<file path="config.mk">
export PLATFORM = sky130hd
export DESIGN_NAME = exec_run_control
export DESIGN_NICKNAME = d
export VERILOG_FILES = /design/src/rtl/exec_run_control.sv
export SDC_FILE = /design/constraint.sdc
export NUM_CORES = 1
export LEC_CHECK = 0
export BUFFER_PORTS_ARGS = -buffer_cell sky130_fd_sc_hd__buf_2
export CAP_MARGIN = 5
export CORE_MARGIN = 4
export CORE_UTILIZATION = 55
export DETAILED_ROUTE_END_ITERATION = 7
export GPL_ROUTABILITY_DRIVEN = 0
export PLACE_DENSITY_LB_ADDON = 0.08
export SLEW_MARGIN = 20
export SYNTH_ARGS = -nofsm -noshare
export SYNTH_HDL_FRONTEND = slang
export SYNTH_SLANG_ARGS = --single-unit
</file>
<file path="constraint.sdc">
create_clock -name clock -period 4.4 [get_ports clock]
set_input_delay 1.1 -clock clock [delete_from_list [all_inputs] [get_ports clock]]
set_output_delay 1.1 -clock clock [all_outputs]
set_load 0.01 [all_outputs]
</file>
<file path="src/rtl/exec_run_control.sv">
// -----------------------------------------------------------------------------
// exec_run_control
//   Run / single-step / halt front end for the multi-phase CPU sequencer.
//   Conditions the raw exec pushbutton (2-flop sync, counter debounce,
//   one-cycle press pulse) and drives the phase controller's exectrue gate.
//   The gate only changes on a clock edge where the controller's counter code
//   equals END_PHASE, so an instruction's clock0..clock4 pulses are never cut.
//   Completed gated instructions are counted for the status display.
//
// Ports
//   clock        in   1   system clock, shared with the phase controller
//   reset_n      in   1   asynchronous active-low reset
//   execbutton   in   1   raw pushbutton, active-high, asynchronous
//   stepmode     in   1   slide switch, asynchronous; 1 = single-step
//   haltin       in   1   halt request from the CPU, synchronous (level/pulse)
//   counterin    in   5   controller counter code
//   exectrue     out  1   registered phase-pulse gate
//   runstate     out  3   state code for LEDs
//   instr_count  out  16  completed gated instructions (wraps)
// -----------------------------------------------------------------------------
module exec_run_control #(
    parameter logic [15:0] DEBOUNCE_CYCLES = 16'd50000,
    parameter logic [4:0]  END_PHASE       = 5'd21
) (
    input  logic        clock,
    input  logic        reset_n,
    input  logic        execbutton,
    input  logic        stepmode,
    input  logic        haltin,
    input  logic [4:0]  counterin,
    output logic        exectrue,
    output logic [2:0]  runstate,
    output logic [15:0] instr_count
);

    localparam int unsigned CNT_W   = 16;
    localparam int unsigned STATE_W = 3;

    typedef enum logic [STATE_W-1:0] {
        S_IDLE     = 3'd0,
        S_ARM_RUN  = 3'd1,
        S_RUN      = 3'd2,
        S_STOPPING = 3'd3,
        S_ARM_STEP = 3'd4,
        S_STEP     = 3'd5,
        S_HALTED   = 3'd6
    } state_e;

    // -------------------------------------------------------------------------
    // Input synchronizers
    // -------------------------------------------------------------------------
    logic btn_meta_q,  btn_sync_q;
    logic step_meta_q, step_sync_q;

    // Two-flop synchronizers for the asynchronous button and switch
    always_ff @(posedge clock or negedge reset_n) begin
        if (!reset_n) begin
            btn_meta_q  <= 1'b0;
            btn_sync_q  <= 1'b0;
            step_meta_q <= 1'b0;
            step_sync_q <= 1'b0;
        end else begin
            btn_meta_q  <= execbutton;
            btn_sync_q  <= btn_meta_q;
            step_meta_q <= stepmode;
            step_sync_q <= step_meta_q;
        end
    end

    // -------------------------------------------------------------------------
    // Debounce
    // -------------------------------------------------------------------------
    logic [CNT_W-1:0] db_cnt_q, db_cnt_d;
    logic             stable_q, stable_d;
    logic             press_q,  press_d;

    // Counter runs only while the synced level differs from the accepted one;
    // any return to the accepted level restarts the qualification window.
    always_comb begin
        db_cnt_d = db_cnt_q;
        stable_d = stable_q;
        press_d  = 1'b0;
        if (btn_sync_q == stable_q) begin
            db_cnt_d = '0;
        end else if (db_cnt_q == CNT_W'(DEBOUNCE_CYCLES - 16'd1)) begin
            stable_d = btn_sync_q;
            db_cnt_d = '0;
            press_d  = btn_sync_q;
        end else begin
            db_cnt_d = db_cnt_q + CNT_W'(1);
        end
    end

    // Debounce state; press is registered alongside the accepted level
    always_ff @(posedge clock or negedge reset_n) begin
        if (!reset_n) begin
            db_cnt_q <= '0;
            stable_q <= 1'b0;
            press_q  <= 1'b0;
        end else begin
            db_cnt_q <= db_cnt_d;
            stable_q <= stable_d;
            press_q  <= press_d;
        end
    end

    // -------------------------------------------------------------------------
    // Run control state machine
    // -------------------------------------------------------------------------
    state_e           state_q, state_d;
    logic             exectrue_q, exectrue_d;
    logic             halt_pending_q, halt_pending_d;
    logic [CNT_W-1:0] count_q, count_d;
    logic             is_end;
    logic             halt_now;

    assign is_end   = (counterin == END_PHASE);
    assign halt_now = halt_pending_q | haltin;

    // Next state, gate and bookkeeping; every gate change is qualified by is_end
    always_comb begin
        state_d        = state_q;
        exectrue_d     = exectrue_q;
        halt_pending_d = halt_pending_q;
        count_d        = count_q;

        // Halt requests are only remembered once a run or step is under way
        if (haltin && (state_q inside {S_ARM_RUN, S_RUN, S_STOPPING,
                                       S_ARM_STEP, S_STEP})) begin
            halt_pending_d = 1'b1;
        end

        if (is_end && exectrue_q) begin
            count_d = count_q + CNT_W'(1);
        end

        case (state_q)
            S_IDLE: begin
                exectrue_d = 1'b0;
                if (press_q) begin
                    state_d = step_sync_q ? S_ARM_STEP : S_ARM_RUN;
                end
            end
            S_ARM_RUN: begin
                if (is_end) begin
                    state_d    = S_RUN;
                    exectrue_d = 1'b1;
                end
            end
            S_ARM_STEP: begin
                if (is_end) begin
                    state_d    = S_STEP;
                    exectrue_d = 1'b1;
                end
            end
            S_RUN: begin
                // Halt at the boundary wins over a stop request
                if (is_end && halt_now) begin
                    state_d    = S_HALTED;
                    exectrue_d = 1'b0;
                end else if (press_q) begin
                    state_d = S_STOPPING;
                end
            end
            S_STOPPING, S_STEP: begin
                if (is_end) begin
                    state_d    = halt_pending_q ? S_HALTED : S_IDLE;
                    exectrue_d = 1'b0;
                end
            end
            S_HALTED: begin
                exectrue_d = 1'b0;
            end
            default: begin
                state_d    = S_IDLE;
                exectrue_d = 1'b0;
            end
        endcase
    end

    // State register
    always_ff @(posedge clock or negedge reset_n) begin
        if (!reset_n) begin
            state_q        <= S_IDLE;
            exectrue_q     <= 1'b0;
            halt_pending_q <= 1'b0;
            count_q        <= '0;
        end else begin
            state_q        <= state_d;
            exectrue_q     <= exectrue_d;
            halt_pending_q <= halt_pending_d;
            count_q        <= count_d;
        end
    end

    assign exectrue    = exectrue_q;
    assign runstate    = state_q;
    assign instr_count = count_q;

`ifndef SYNTHESIS
    // Gate may only move on an instruction boundary
    a_gate_on_boundary : assert property (@(posedge clock) disable iff (!reset_n)
        !is_end |=> $stable(exectrue_q));

    // HALTED is left only through reset
    a_halted_sticky : assert property (@(posedge clock) disable iff (!reset_n)
        (state_q == S_HALTED) |=> (state_q == S_HALTED));
`endif

endmodule

</file>
# Yosys cells after proc, flatten, opt, wreduce, memory -nomap -nowiden
# Cells that the tools add are included.
# classes
n_addsub	2
eq_ne	16
mux	17
bitwise_logic	3
reduce_logical	10
# op_table
op	n
16-bit by 1-bit adder with 16-bit output (second input constant)	2
16-bit 2-to-1 mux	2
3-bit 2-to-1 mux	8
3-bit case mux with 6 select lines	1
16-bit == test (second input constant)	1
3-bit == test (second input constant)	3
2-bit inequality test (second input constant)	4
3-bit by 2-bit == test with 1-bit output (second input constant)	2
6-bit AND reduction	1
5-bit == test (second input constant)	1
1-bit 2-to-1 mux	5
5-bit nonzero test	1
2-bit by 1-bit inequality test with 1-bit output (second input constant)	2
2-bit OR reduction	2
3-bit by 1-bit == test with 1-bit output (second input constant)	1
1-bit logical AND	3
3-bit zero test	1
3-bit by 2-bit inequality test with 1-bit output (second input constant)	1
1-bit case mux with 3 select lines	1
3-bit AND reduction	1
1-bit inverter	2
2-bit AND reduction	1
1-bit == test	1
1-bit bitwise OR	1
# totals
reg_bits	43
in_bits	10
out_inout_bits	20
wordCells	59

# Logic depth before layout (Yosys ltp)
# Gate-level depths: netlist (run 1).
# logic_depth
ltp_word	4
depth_mapped	6
mapped_depth_nobuf	6

# Worst setup path before layout (run 1)
# No wires, ideal clock.
# synth_path
path_type	input port to flip-flop
start	in counterin[0]
end	reg state_q[2], in the netlist runstate[2]
setup_time_ps	126
arrival_ps	2129
required_ps	4274
path_slack_ps	2145
stages	6
path_buffers	1
path_cell_list	and4b_4 > and2_4 > buf_6 > a221oi_2 > nor4_1 > a311o_1
# synth_between
elab_chain_cells	4
word_cells_on_any_way	9
cone_classes	5 x eq/ne; 2 x mux; 2 x reduce/logical
# synth_rtl
item	line_no	source
start, declared	30	input logic [4:0] counterin,
5-bit == test (*)	117	assign is_end = (counterin == END_PHASE);
1-bit logical AND	158	if (is_end && halt_now) begin
3-bit by 2-bit inequality test with 1-bit output (no source line) / 3-bit 2-to-1 mux (equally long branches)	-	
6-bit AND reduction (no source line) / 3-bit case mux with 6 select lines (equally long branches)	-	
end signal, assigned	189	state_q <= state_d;
end, declared	110	state_e state_q, state_d;
# Mark *: on every way between the ends. The rest lies on a longest branch, timed or not.
# A chain may end at the register's enable or synchronous reset.

# Worst setup path in the final report (run 1)
# layout_path
start	reg state_q[1], in the netlist runstate[1]
end	out runstate[1]
# layout_lines
item	line_no	source
end, declared	32	output logic [2:0] runstate,
# No word-level cell between the ends.

==> key figures, run 1 <==
Finish
  • Area delta synth->final: 14.16%
  • Nets: about 240
  • Multi-input logic area: ~930 um2
  • Most frequent cells in the layout: 43 x dfrtp_1, 29 x buf_2, 24 x nor2_1, 20 x xnor2_1, 17 x nand2_1
  • Antenna Cells: 0
  • Commonest non-fill, non-tap cell in the layout: dfrtp_1
  • Fin cells: 274
  • FF/Latch Area: approximately 1100 um2
  • Share of layout cells above drive strength 1: 20.18%
  • Fillers: ~290

Timing
  • RSZ-0062 raised after global routing: false
  • Final hold vios: 0
  • Worst slew pin tran: ~0.89 ns
  • Fmax: 443.2 MHz
  • Setup Total Neg Slack: 0 ns
  • Final Slew Violations: 0
  • Final Skew: 0.01367 ns
  • Tmin final: ~2.3 ns
  • Final period util: between 50% and 60%
  • Max-slew headroom: approximately two fifths
  • Final setup vio count: 0

Worst setup path
  • WP data required: about 3.3 ns
  • Crit path largest cell delay: ~0.64 ns
  • Critical Path, Cell by Cell: buf_2
  • Setup crit start kind: flop
  • Buf+Inv Stages, Crit Path: 1
  • Critical path peak fanout: 16
  • CP arrival: between 1 and 1.5 ns
  • Crit-path leading delay family: flip-flops
  • CP Capture Type: primary output
  • Slowest cell on crit path: dfrtp_1
  • Setup CP Type: flop to primary output

Flow run
  • Max capacitance violation total: 0

Placed design
  • Placed cell count: between 200 and 300
  • # port buffers: 29
  • HPWL after DPL: about 2600 um

Floorplanning
  • Starting Density: 59.13%
  • Die X: 69.06 um
  • Chip height: 69.06 um
  • IO Count: 30
  • Placeable Area: approximately 3500 um2
  • DIE AREA: between 4000 and 5000 um2
  • Row cnt: 21

Global route
  • First-pass GRT wire length: roughly 6500 um
  • Vias in the first global route: 1,480
  • Aggregate global-route resource usage: between 10% and 20%
  • Largest net degree at the start of global routing: 44
  • Antenna violations before repair: 0
  • Global route overflow: 0

Yosys
  • Yosys warns: 0
  • Post-Synthesis Cells: ~200
  • Syn Std Cell Area: between 2000 and 2500 um2
  • Flops & latches, synth: 43
  • EDFF count, synth: 0
  • Post-synthesis area per instance: 10.46 um2
  • Synth cell types: 36
  • Synth area leader: dfrtp_1
  • Async set-reset flop share out of synthesis: 100.0%
  • Ys flop type: dfrtp_1
  • Synthesized net count: 208
  • Sequential area share after synthesis: between 50 and 60%
  • Synth area leaders: dfrtp_1 52%, xnor2_1 8.5%, nor2_1 4.4%, xor2_1 4.3%, nand2_1 3.1%
  • Area share of the largest cell type after synthesis: 52.47%

Clock network
  • Clock sink count: 43
  • Clock slew at reported path FFs: approximately 0.090 ns
  • CTS tree: yes
  • Clock latency on the worst-skew pair: 0.30 ns
  • Root Driver: clkbuf_8
  • Resized cells post-CTS: 0
  • Clock Path Buffers: 2
  • H-Tree Depth: 2
  • Total CTS buffers: 5
  • Hold-fix buffers, CTS: 0
  • Setup Buffers After CTS: 0

Power and ir drop
  • Peak supply drop: 0.2012 mV
  • Static leakage: approximately 1.1 nW
  • Pwr Density: 395.3 nW/um2

Route
  • First-pass DRT Iterations: 4
  • Post-route ant nets: 0
  • Total wire length: roughly 3600 um
  • Via count of the routed design: between 1,500 and 2,000
  • Via density: ~5.6
  • Initial DRC Count: about 110
  • Drt wl/cell: about 13 um
  • # DRC: 0

Hold path
  • Min-delay worst type: flop to flop

Outcome
  • Outcome: completed
[per-layer routing]
layer  up-vias  track usage [%]  share of wire (%)
li1        732                -                  -
met1       753            20.19                 46
met2        39            26.59                 48
met3         6            5.669                4.9
met4         0            7.592                1.7
met5         -                0                  0
[state kept, by name (all words and copies together) (netlist names)]
| name | count |
|---|---|
| step_meta_q | 1 |
| runstate | 3 |
| halt_pending_q | 1 |
| press_q | 1 |
| btn_sync_q | 1 |
| step_sync_q | 1 |
| btn_meta_q | 1 |
| stable_q | 1 |
| db_cnt_q | 16 |
| instr_count | 16 |
| exectrue | 1 |
[logic make-up after synthesis]
family,count (synthesis),share of synthesized area [%]
AOI/OAI and AO/OA,20,6.894
adders and majority gates,2,1.220
and+or+nand+nor,89,23.12
buffers and inverters,10,2.379
DFF,43,52.47
xor gates and xnor gates,30,12.81
muxes,2,1.098
[where the power goes]
part	switching, mW	internal (mW)	total (mW)
Sequential	0.0582	0.418	0.476
Combinational	0.0695	0.0647	0.134
Clock	0.132	0.184	0.315
[cells in the mapped netlist, types with 3 or more instances]
cell	n
o21ai_0	7
dfrtp_1	43
nand2_1	17
nand4_1	7
a21oi_1	5
nor3_1	6
and3_1	9
xor2_1	10
inv_1	5
nand3_1	12
nor2_1	24
xnor2_1	20
buf_2	3
[path summary, 6_finish.rpt]
path / to / cells past startpoint / from / slack (ns)
max: runstate[1] / 1 / runstate[1]$_DFFE_PN0P_ / 2.14
min in group asynchronous: instr_count[2]$_DFFE_PN0P_ / 1 / reset_n / 0.93
max in group asynchronous: db_cnt_q[0]$_DFF_PN0_ / 1 / reset_n / 2.91
min: step_sync_q$_DFF_PN0_ / 0 / step_meta_q$_DFF_PN0_ / 0.35
max reg2reg: runstate[2]$_DFFE_PN0P_ / 5 / runstate[1]$_DFFE_PN0P_ / 2.65
min reg2reg: step_sync_q$_DFF_PN0_ / 0 / step_meta_q$_DFF_PN0_ / 0.35
[final cells by class]
| cell class | instances | area share (%) |
|---|---|---|
| timing repair buffer | 29 | 6.200 |
| tap | 46 | 2.459 |
| multi-input combinational | 143 | 39.55 |
| clock buffer | 6 | 3.528 |
| inverter | 5 | 0.8017 |
| sequential | 43 | 45.96 |
| clock inverter | 2 | 1.497 |
[stage by stage]
stage	instance area (um2)	util, %	power [mW]	hold WS, ns	worst slack, ns
final	2341	67.50	0.9255	0.3517	2.143
after global routing	2341	67.50	0.9799	0.3635	2.064
after CTS	2341	67.50	0.9347	0.3549	2.142
after detailed placement	2223	64.11	0.6200	0.3364	1.994
after global placement	2223	64.11	0.6124	0.3314	2.034
after floorplan	2051	-	0.5716	0.3312	2.145
No activity file was read; power rests on OpenSTA's default activity.
==> run 2: changes to the inputs <==
clock period = 2.25 ns   (was 4.4 ns; I/O delays follow)
==> key figures, run 2 (synthesis results as in run 1) <==
Timing
  • Final setup vio count: 0 (unchanged)
  • Final period util: ~80%
  • Final Slew Violations: 0 (unchanged)
  • Final hold vios: 0 (unchanged)
  • Fmax: ~540 MHz
  • Tmin final: 1.854 ns
  • Final Skew: 0.008816 ns (was 0.01367 ns)
  • RSZ-0062 raised after global routing: false (unchanged)
  • Max-slew headroom: 68.48% (was 40.65%)
  • Setup Total Neg Slack: 0 ns (unchanged)
  • Setup ws final: 0.3956 ns (was 2.143 ns)
  • Worst slew pin tran: 0.4728 ns (was 0.8903 ns)

Global route
  • First-pass GRT wire length: 6361 um (was 6451 um)
  • Largest net degree at the start of global routing: 44 (unchanged)
  • Aggregate global-route resource usage: 16.24% (was 16.61%)
  • Antenna violations before repair: 0 (unchanged)
  • Vias in the first global route: 1,452 (was 1,480)
  • Global route overflow: 0 (unchanged)

Route
  • First-pass DRT Iterations: 5 (was 4)
  • Via count of the routed design: 1,482 (was 1,530)
  • Initial DRC Count: 71 (was 112)
  • Via density: 5.389 (was 5.584)
  • Metal3 WL: 140 um (was 179 um)
  • Post-route ant nets: 0 (unchanged)
  • Total wire length: 3594 um (was 3636 um)
  • # DRC: 0 (unchanged)
  • M1 WL: 1660 um (was 1658 um)
  • Metal2 WL: 1753 um (was 1737 um)
  • Drt wl/cell: 13.07 um (was 13.27 um)
  • Top layer reached by signal wires: met4 (unchanged)

Floorplanning
  • Die X: 69.06 um (unchanged)
  • DIE AREA: 4769 um2 (unchanged)
  • Row cnt: 21 (unchanged)
  • Chip height: 69.06 um (unchanged)
  • Placeable Area: 3468 um2 (unchanged)
  • Starting Density: 59.13% (unchanged)
  • IO Count: 30 (unchanged)

Worst setup path
  • Worst r2r path cells: 5 (unchanged)
  • CP Capture Type: flop (was primary output)
  • Setup crit start kind: flop (unchanged)
  • R2R Setup Slk: 0.40 ns (was 2.65 ns)
  • Reg2reg start: runstate[1]$_DFFE_PN0P_ (unchanged)
  • WP data required: 2.42 ns (was 3.30 ns)
  • Reg-to-Reg End: runstate[2]$_DFFE_PN0P_ (unchanged)
  • CP arrival: 2.03 ns (was 1.16 ns)
  • Critical path peak fanout: 16 (unchanged)
  • Setup CP Type: flop to flop (was flop to primary output)

Finish
  • Commonest non-fill, non-tap cell in the layout: dfrtp_1 (unchanged)
  • Nets: 240 (was 239)
  • Fillers: 284 (was 285)
  • Area delta synth->final: 13.36% (was 14.16%)
  • Multi-input logic area: 925.9 um2 (unchanged)
  • FF/Latch Area: 1076 um2 (unchanged)
  • Antenna Cells: 0 (unchanged)
  • Util after Layout: 67.03% (was 67.50%)
  • Share of layout cells above drive strength 1: 19.65% (was 20.18%)
  • Fin cells: 275 (was 274)
  • Most frequent cells in the layout: 43 x dfrtp_1, 29 x buf_2, 24 x nor2_1, 20 x xnor2_1, 17 x nand2_1 (unchanged)

Power and ir drop
  • Peak supply drop: 0.4754 mV (was 0.2012 mV)
  • Static leakage: 1.121 nW (was 1.130 nW)
  • Pwr Density: 711.2 nW/um2 (was 395.3 nW/um2)

Placed design
  • Pre-CTS WS: 0.3090 ns (was 1.994 ns)
  • Placed cell count: 267 (was 266)
  • # port buffers: 29 (unchanged)
  • HPWL after DPL: 2660 um (was 2591 um)

Clock network
  • Clock sink count: 43 (unchanged)
  • Clock Path Buffers: 2 (unchanged)
  • Clock slew at reported path FFs: 0.08 ns (was 0.09 ns)
  • H-Tree Depth: 2 (unchanged)
  • Total CTS buffers: 5 (unchanged)
  • Setup Buffers After CTS: 0 (unchanged)
  • Hold-fix buffers, CTS: 0 (unchanged)
  • Clock latency on the worst-skew pair: 0.29 ns (was 0.30 ns)
  • CTS tree: yes (unchanged)
  • Resized cells post-CTS: 0 (unchanged)
  • Root Driver: clkbuf_8 (unchanged)

Outcome
  • Outcome: completed (unchanged)

Hold path
  • Min-delay worst type: input port to asynchronous set/reset pin (was flop to flop)

Flow run
  • Max capacitance violation total: 0 (unchanged)
run 2: worst max-delay path by stage:
| stage | startpoint | to | slack (ns) | depth (start not counted) |
|---|---|---|---|---|
| global route | runstate[1]$_DFFE_PN0P_ | runstate[2]$_DFFE_PN0P_ | 0.33 | 5 |
| global placement | counterin[3] | instr_count[13]$_DFFE_PN0P_ | 0.42 | 6 |
| finish | runstate[1]$_DFFE_PN0P_ | runstate[2]$_DFFE_PN0P_ | 0.40 | 5 |
| detailed placement | haltin | runstate[2]$_DFFE_PN0P_ | 0.31 | 6 |
| floorplan | counterin[0] | runstate[2]$_DFFE_PN0P_ | 0.53 | 6 |
| CTS | runstate[1]$_DFFE_PN0P_ | runstate[2]$_DFFE_PN0P_ | 0.41 | 5 |
run 2: metrics by stage:
| step | power, mW | instance area (um2) | hold WS (ns) |
|---|---|---|---|
| after floorplan | 1.118 | 2051 | 0.2669 |
| after global routing | 1.765 | 2325 | 0.2469 |
| after detailed placement | 1.217 | 2243 | 0.3412 |
| after global placement | 1.202 | 2243 | 0.3318 |
| after CTS | 1.673 | 2325 | 0.2462 |
| final | 1.653 | 2325 | 0.2362 |
run 2: area by class of cell:
| class | count | area share [%] |
|---|---|---|
| flip-flops and latches | 43 | 46.29 |
| clock buffers | 7 | 3.283 |
| clock inverters | 1 | 0.2153 |
| multi-input cells | 143 | 39.83 |
| inverters | 5 | 0.8073 |
| repair buffers | 30 | 7.104 |
| well taps | 46 | 2.476 |
run 2: critical path, stage by stage, from the launching register on:
cell and delay, ns:
dfrtp_1 0.56, nor2b_1 0.25, a211o_1 0.32, a22oi_1 0.24, nor4_1 0.09, a311o_1 0.29
run 2: per-layer routing:
metal	GRT usage, %	vias up
met5	0	-
met2	25.42	26
met3	4.942	4
met1	20.38	718
met4	8.026	0
li1	-	734
run 2: power breakdown:
part	internal, mW	leakage [nW]	switching, mW
Combinational	0.130	0.500	0.138
Sequential	0.817	0.578	0.115
Clock	0.218	0.0422	0.236
